<file path="config.mk">
export PLATFORM = sky130hd
export DESIGN_NAME = pipeline_elastic_flat
export DESIGN_NICKNAME = d
export VERILOG_FILES = /design/src/rtl/pipeline_elastic_if.sv /design/src/rtl/pipeline_elastic.sv /design/src/flat_wrapper.sv
export SDC_FILE = /design/constraint.sdc
export NUM_CORES = 1
export LEC_CHECK = 0
export BUFFER_PORTS_ARGS = -buffer_cell sky130_fd_sc_hd__buf_4
export CAP_MARGIN = 10
export CORE_ASPECT_RATIO = 1.75
export CORE_MARGIN = 4
export CORE_UTILIZATION = 56
export DETAILED_ROUTE_END_ITERATION = 10
export GPL_ROUTABILITY_DRIVEN = 0
export GPL_TIMING_DRIVEN = 0
export HOLD_SLACK_MARGIN = 0.06
export PLACE_DENSITY = 0.76
export SKIP_LAST_GASP = 1
export SLEW_MARGIN = 0
export SYNTH_ARGS = -nofsm -noshare
export SYNTH_HDL_FRONTEND = slang
export SYNTH_SLANG_ARGS = --single-unit
</file>
<file path="constraint.sdc">
create_clock -name clk -period 2.55 [get_ports clk]
set_clock_uncertainty 0.1 [all_clocks]
set_input_delay 0.3825 -clock clk [delete_from_list [all_inputs] [get_ports clk]]
set_output_delay 0.3825 -clock clk [all_outputs]
set_load 0.005 [all_outputs]
</file>
<file path="src/rtl/pipeline_elastic_if.sv">
// Handshake bundle for the elastic pipeline: producer side, sink side and occupancy.
interface pipeline_elastic_if #(
  parameter int WIDTH = 128,
  parameter int CNT_W = 5
);
  logic             in_valid;
  logic             in_ready;
  logic [WIDTH-1:0] in_data;
  logic             out_valid;
  logic             out_ready;
  logic [WIDTH-1:0] out_data;
  logic [CNT_W-1:0] occupancy;

  modport master (
    output in_valid, in_data, out_ready,
    input  in_ready, out_valid, out_data, occupancy
  );

  modport slave (
    input  in_valid, in_data, out_ready,
    output in_ready, out_valid, out_data, occupancy
  );
endinterface

</file>
<file path="src/rtl/pipeline_elastic.sv">
// Elastic valid/ready pipeline: backpressure ripples upstream stage by stage
// and bubbles collapse; data registers only load on a stage take.
module pipeline_elastic #(
  parameter int WIDTH = 128,
  parameter int DEPTH = 5,
  parameter int CNT_W = 5
) (
  input logic               clk,
  input logic               reset_n,
  pipeline_elastic_if.slave bus
);

  logic [DEPTH-1:0] v_q;
  logic [DEPTH-1:0] v_d;
  logic [DEPTH-1:0] adv;
  logic [DEPTH-1:0] take;
  logic [WIDTH-1:0] d_q [DEPTH];
  logic [CNT_W-1:0] occ_q;
  logic [CNT_W-1:0] occ_d;
  logic             in_ready_c;
  logic             adv_c;

  always_comb begin
    adv   = '0;
    take  = '0;
    adv_c = v_q[DEPTH-1] & bus.out_ready;
    adv[DEPTH-1] = adv_c;
    // Walk from the output stage back so each stage sees the advance of the one ahead.
    for (int i = DEPTH-2; i >= 0; i--) begin
      adv_c  = v_q[i] & (~v_q[i+1] | adv_c);
      adv[i] = adv_c;
    end
    in_ready_c = ~v_q[0] | adv[0];
    take[0]    = bus.in_valid & in_ready_c;
    for (int i = 1; i < DEPTH; i++) begin
      take[i] = v_q[i-1] & (~v_q[i] | adv[i]);
    end
    v_d   = take | (v_q & ~adv);
    occ_d = occ_q + CNT_W'(take[0]) - CNT_W'(adv[DEPTH-1]);
  end

  always_ff @(posedge clk or negedge reset_n) begin
    if (!reset_n) begin
      v_q   <= '0;
      occ_q <= '0;
      for (int i = 0; i < DEPTH; i++) begin
        d_q[i] <= '0;
      end
    end else begin
      v_q   <= v_d;
      occ_q <= occ_d;
      if (take[0]) begin
        d_q[0] <= bus.in_data;
      end
      for (int i = 1; i < DEPTH; i++) begin
        if (take[i]) begin
          d_q[i] <= d_q[i-1];
        end
      end
    end
  end

  assign bus.in_ready  = in_ready_c;
  assign bus.out_valid = v_q[DEPTH-1];
  assign bus.out_data  = d_q[DEPTH-1];
  assign bus.occupancy = occ_q;

endmodule
</file>
<file path="src/flat_wrapper.sv">
// flat-port wrapper written by rule: the top's interface ports become plain ports
module pipeline_elastic_flat 
#(
  parameter int WIDTH = 128,
  parameter int DEPTH = 5,
  parameter int CNT_W = 5
)
  (clk, reset_n, bus_in_valid, bus_in_data, bus_out_ready, bus_in_ready, bus_out_valid, bus_out_data, bus_occupancy);
  pipeline_elastic_if #(.WIDTH(WIDTH), .CNT_W(CNT_W)) bus_i ();
  input logic clk;
  input logic reset_n;
  input wire logic [$bits(bus_i.in_valid)-1:0] bus_in_valid;
  input wire logic [$bits(bus_i.in_data)-1:0] bus_in_data;
  input wire logic [$bits(bus_i.out_ready)-1:0] bus_out_ready;
  output wire logic [$bits(bus_i.in_ready)-1:0] bus_in_ready;
  output wire logic [$bits(bus_i.out_valid)-1:0] bus_out_valid;
  output wire logic [$bits(bus_i.out_data)-1:0] bus_out_data;
  output wire logic [$bits(bus_i.occupancy)-1:0] bus_occupancy;
  assign bus_i.in_valid = bus_in_valid;
  assign bus_i.in_data = bus_in_data;
  assign bus_i.out_ready = bus_out_ready;
  assign bus_in_ready = bus_i.in_ready;
  assign bus_out_valid = bus_i.out_valid;
  assign bus_out_data = bus_i.out_data;
  assign bus_occupancy = bus_i.occupancy;
  pipeline_elastic #(.WIDTH(WIDTH), .DEPTH(DEPTH), .CNT_W(CNT_W)) u_core (.clk(clk), .reset_n(reset_n), .bus(bus_i));
endmodule
</file>
After elaboration in Yosys (flattened, before gate mapping)
Index checks and enable logic that the tools add are counted.
W data, S select, Z words.
- bits in registers: 650
- bits of input ports: 132
- output and inout bits: 135
- word-level logic and storage cells: 28
- $add $sub $neg: 2
- bitwise logic cells: 19
- operator list (cell ; count):
    $and A1 B1 Y1 ; 6
    $add A5 B1 Y5 ; 1
    $and A5 B5 Y5 ; 1
    $not A1 Y1 ; 5
    $not A5 Y5 ; 1
    $or A1 B1 Y1 ; 5
    $or A5 B5 Y5 ; 1
    $sub A5 B1 Y5 ; 1

Logic depth before layout (Yosys ltp)
- depth after elaboration: 13
- depth in mapped cells: 11

Least setup slack after synthesis
OpenSTA, ideal clock, no wires.
- path type: reg-to-reg
- start: register u_core.v_q[4]
- end: register u_core.occ_q[4], in the netlist u_core.bus.occupancy[4]
- data arrival time: 1.982 ns
- setup slack: 0.389 ns
- cell stages (with the launch flop): 12
- buffers on the path: 2
- period minus slack after synthesis: 2.161 ns
- path through: dfrtp_1 > nand4b_1 > o21ai_2 > buf_4 > buf_6 > inv_1 > ha_1 > inv_1 > fa_1 > nand2b_1 > a21oi_1 > xnor2_1
- word-level cells in the longest chain between the ends: 13
- elaborated cells on any way between the ends: 14
- those cells by class: 2 x add/sub; 12 x bitwise
- RTL lines (item ; line ; RTL):
    start, declared ; pipeline_elastic.sv:13 ; logic [DEPTH-1:0] v_q;
    start signal, assigned ; pipeline_elastic.sv:50 ; v_q <= v_d;
    $and A1 B1 Y1 or $not A1 Y1 (tied branches) ; pipeline_elastic.sv:26, pipeline_elastic.sv:30 ;
    $or A1 B1 Y1 ; pipeline_elastic.sv:30 ; adv_c = v_q[i] & (~v_q[i+1] | adv_c);
    $and A1 B1 Y1 ; pipeline_elastic.sv:30 ;
    $or A1 B1 Y1 ; pipeline_elastic.sv:30 ;
    $and A1 B1 Y1 ; pipeline_elastic.sv:30 ;
    $or A1 B1 Y1 ; pipeline_elastic.sv:30 ;
    $and A1 B1 Y1 ; pipeline_elastic.sv:30 ;
    $or A1 B1 Y1 ; pipeline_elastic.sv:30 ;
    $and A1 B1 Y1 ; pipeline_elastic.sv:30 ;
    $or A1 B1 Y1 ; pipeline_elastic.sv:33 ; in_ready_c = ~v_q[0] | adv[0];
    $and A1 B1 Y1 ; pipeline_elastic.sv:34 ; take[0] = bus.in_valid & in_ready_c;
    $add A5 B1 Y5 ; pipeline_elastic.sv:39 ; occ_d = occ_q + CNT_W'(take[0]) - CNT_W'(adv[DEPTH-1]);
    $sub A5 B1 Y5 * ; pipeline_elastic.sv:39 ;
    via u_core.occ_d[4] ; pipeline_elastic.sv:19 ; logic [CNT_W-1:0] occ_d;
    end signal, assigned ; pipeline_elastic.sv:45 ; occ_q <= '0;
    end signal, assigned ; pipeline_elastic.sv:51 ; occ_q <= occ_d;
    end, declared ; pipeline_elastic.sv:18 ; logic [CNT_W-1:0] occ_q;
Mark *: on every way through the listed nets, which the timed path passes. The rest lies on a longest branch.
A chain may end at the register's enable or synchronous reset.

Worst setup path after layout
- start: input port bus_out_ready
- end: register u_core.occ_q[4], in the netlist u_core.bus.occupancy[4]
- word-level cells in the longest chain between the ends: 13
- RTL lines (item ; line ; RTL):
    start, declared ; flat_wrapper.sv:14 ; input wire logic [$bits(bus_i.out_ready)-1:0] bus_out_ready;
    $and A1 B1 Y1 * ; pipeline_elastic.sv:26 ; adv_c = v_q[DEPTH-1] & bus.out_ready;
    $or A1 B1 Y1 ; pipeline_elastic.sv:30 ;
    $and A1 B1 Y1 ; pipeline_elastic.sv:30 ;
    $or A1 B1 Y1 ; pipeline_elastic.sv:30 ;
    $and A1 B1 Y1 ; pipeline_elastic.sv:30 ;
    $or A1 B1 Y1 ; pipeline_elastic.sv:30 ;
    $and A1 B1 Y1 ; pipeline_elastic.sv:30 ;
    $or A1 B1 Y1 ; pipeline_elastic.sv:30 ;
    $and A1 B1 Y1 ; pipeline_elastic.sv:30 ;
    $or A1 B1 Y1 ; pipeline_elastic.sv:33 ;
    $and A1 B1 Y1 ; pipeline_elastic.sv:34 ;
    $add A5 B1 Y5 ; pipeline_elastic.sv:39 ;
    $sub A5 B1 Y5 * ; pipeline_elastic.sv:39 ;
    via u_core.occ_d[4] ; pipeline_elastic.sv:19 ;
Marks and branches as above.

==> results.md <==
* Register area at 16300 um2
* Final Critical Period at 2440 ps
* Ys Warns at 0
* Mean number of vias per cell at 5.07
* Startpoint class of the critical path: input port
* Overall Global Routing Usage at 19.8%
* Reg2reg setup slack at 170 ps
* Commonest cells after routing, fill and taps aside: 650 x dfrtp_1, 639 x mux2_2, 414 x buf_4, 131 x dlygate4sd3_1, 56 x clkbuf_16
* Setup CP Type: in -> reg
* Critical Path RT at 2910 ps
* Die height at 289 um
* Via count at 13.3k
* Final setup viols at 0
* H-Tree Depth at 2
* Critical Path AT at 2800 ps
* Top_reg_cell synth: dfrtp_1
* Post-synthesis sequential area ratio at 64.3%
* Max-Cap Viols at 0
* Filler Cell Count at 2904
* Pre-CTS WS at 4.68 ps
* I/O Buffers at 266
* Register bit total from synthesis at 650
* Critical path peak fanout at 10
* Initial antenna violation count at 5
* Clk sink count at 650
* Yosys top cell area share at 64.3%
* CP endpoint kind: flip-flop
* Adder-Cell Fraction of Synth Area at 0.326%
* Commonest non-fill, non-tap cell in the layout: dfrtp_1
* 1st-iter DRT viols at 443
* Antenna Violating Nets Remaining at 0
* PD cells at 1100 nW/um2
* Area grow syn2layout at 24.2%
* Xor-xnor portion of the synthesized cell area at 0.139%
* CTS tree: yes
* HPWL Detailed at 32200 um
* Core area at 44400 um2
* Worst slew pin tran at 713 ps
* Layout cells sized above 1 at 59.2%
* Root Driver: clkbuf_16
* Grt ovf at 0
* Synth Area in Compound Gates at 0.178%
* Worst rel slew slack at 52.5%
* Initial DRT Pass Iterations at 4
* Setup ws final at 109 ps
* Cell variety after synth at 24
* Peak Freq at 410 MHz
* Simple-gate share of the synthesized area at 0.391%
* Hold WC Path Type: in -> async
* Leakage at 0.0141 uW
* Fin. Hold Viols at 0
* Clock-pin slew on the worst setup and hold paths at 60 ps
* Post-synth ARST share at 100%
* CTS Buf Count at 56
* Die width at 169 um
* First-pass GRT wire length at 77500 um
* Synth area leaders: dfrtp_1 64%, mux2_2 28%, buf_4 4.2%
* Final core occ at 70.7%
* Max-slew violations at 0
* Row count at 102
* Syn Area/Cell at 16.5 um2
* Synthesized area at 25300 um2
* Vias in the first global route at 14.9k
* Multi-input gate area at 7480 um2
* Fin nets at 2138
* Residual DRC at 0
* Initial Util at 57.0%
* Period Utilization, post-route at 95.7%
* Post-synthesis mux area share at 28.5%
* Synth area leader: dfrtp_1
* Worst vdd ir at 814 uV
* Total power at 34500 uW
* I/O Pins at 267
* Largest net degree at the start of global routing at 133
* Finished Layout Cells at 2621
* Cell count after synthesis at 1530
* Clock Latency Late Sink at 580 ps
* Maximum clock path buffer count at 3
* Post-placement cell count at 2373
* Syn_nets at 1668
* Largest family of logic cells by synthesized area: multiplexers
* Die area at 48800 um2
* Status: complete, no violations
* Drt total wl at 47800 um
* Wire length per cell at 18.2 um
* Post-synth EDFFs at 0
[repair_timing]
action,4_1_cts,5_1_grt
hold buffers,131,0
setup endpoints to repair,0,1
endpoints found under the hold margin,520,0
buffers inserted,0,9
resized for setup,0,3
[worst paths after layout]
kind | depth (start not counted) | endpoint | from
max in group asynchronous | 4 | u_core.d_q[456] | reset_n
worst max-delay path | 13 | u_core.bus.occupancy[4] | bus_out_ready
worst min-delay path | 2 | u_core.d_q[505] | reset_n
worst max register to register | 11 | u_core.bus.occupancy[4] | u_core.v_q[4]
min in group clk | 1 | u_core.d_q[189] | u_core.d_q[317]
worst min register to register | 1 | u_core.d_q[189] | u_core.d_q[317]
[synth_stat cells (2+ instances only)]
cell type	number
buf_2	31
clkbuf_8	8
mux2_2	639
a21o_1	2
buf_4	141
nand2b_1	6
nor2_1	2
a21oi_1	2
inv_1	9
nand2_1	4
buf_6	18
ha_1	5
xnor2_1	3
dfrtp_1	650
[report_power, final]
part / total, uW / switching, uW / internal [uW]
logic: 9780 / 3260 / 6520
clock network: 8460 / 3650 / 4810
registers: 16200 / 1940 / 14300
total: 34500 / 8850 / 25600
[cells by family after synthesis]
logic type | Yosys count
buffers and inverters | 207
and+or+nand+nor | 17
AOI/OAI and AO/OA | 6
adders and majority gates | 6
muxes | 640
DFF | 650
xor gates and xnor gates | 4
[per-stage QoR]
step                TNS [ps]  cell area [um2]  hold WS (ps)
global placement    -3630200            28000           364
floorplan                  0            25300         -13.1
detailed placement         0            28200           114
CTS                        0            31300          83.5
global route           -18.9            31400          75.1
finish                     0            31400          99.8
[routing by layer]
metal	track usage, %	up-vias	part of all wire, %
li1	-	6157	-
met2	36.7	246	54
met1	23.7	6811	39
met3	3.30	76	4.1
met4	5.83	0	2.6
met5	0	-	0
[flip-flops by register name, summed over array words and instances (netlist names)]
register              flops
u_core.d_q              512
u_core.bus.out_data     128
u_core.bus.occupancy      5
u_core.v_q                5
[layout make-up]
class | count | share of cell area (%)
Antenna cell | 4 | 0.0319
Buffer | 198 | 4.87
Clock buffer | 82 | 5.16
Clock inverter | 21 | 0.721
Inverter | 9 | 0.108
Multi-Input combinational cell | 673 | 23.8
Sequential cell | 650 | 51.8
Tap cell | 572 | 2.28
Timing Repair Buffer | 412 | 11.2
[critical path: stages]
cell and delay, ps:
dlygate4sd3_1 530, buf_4 150, nand4b_1 290, o21ai_4 260
buf_6 160, buf_6 150, inv_1 50, ha_1 190
inv_1 80, fa_2 220, nand2b_1 110, a21oi_1 80
xnor2_1 130
No activity file was read; power rests on OpenSTA's default activity.
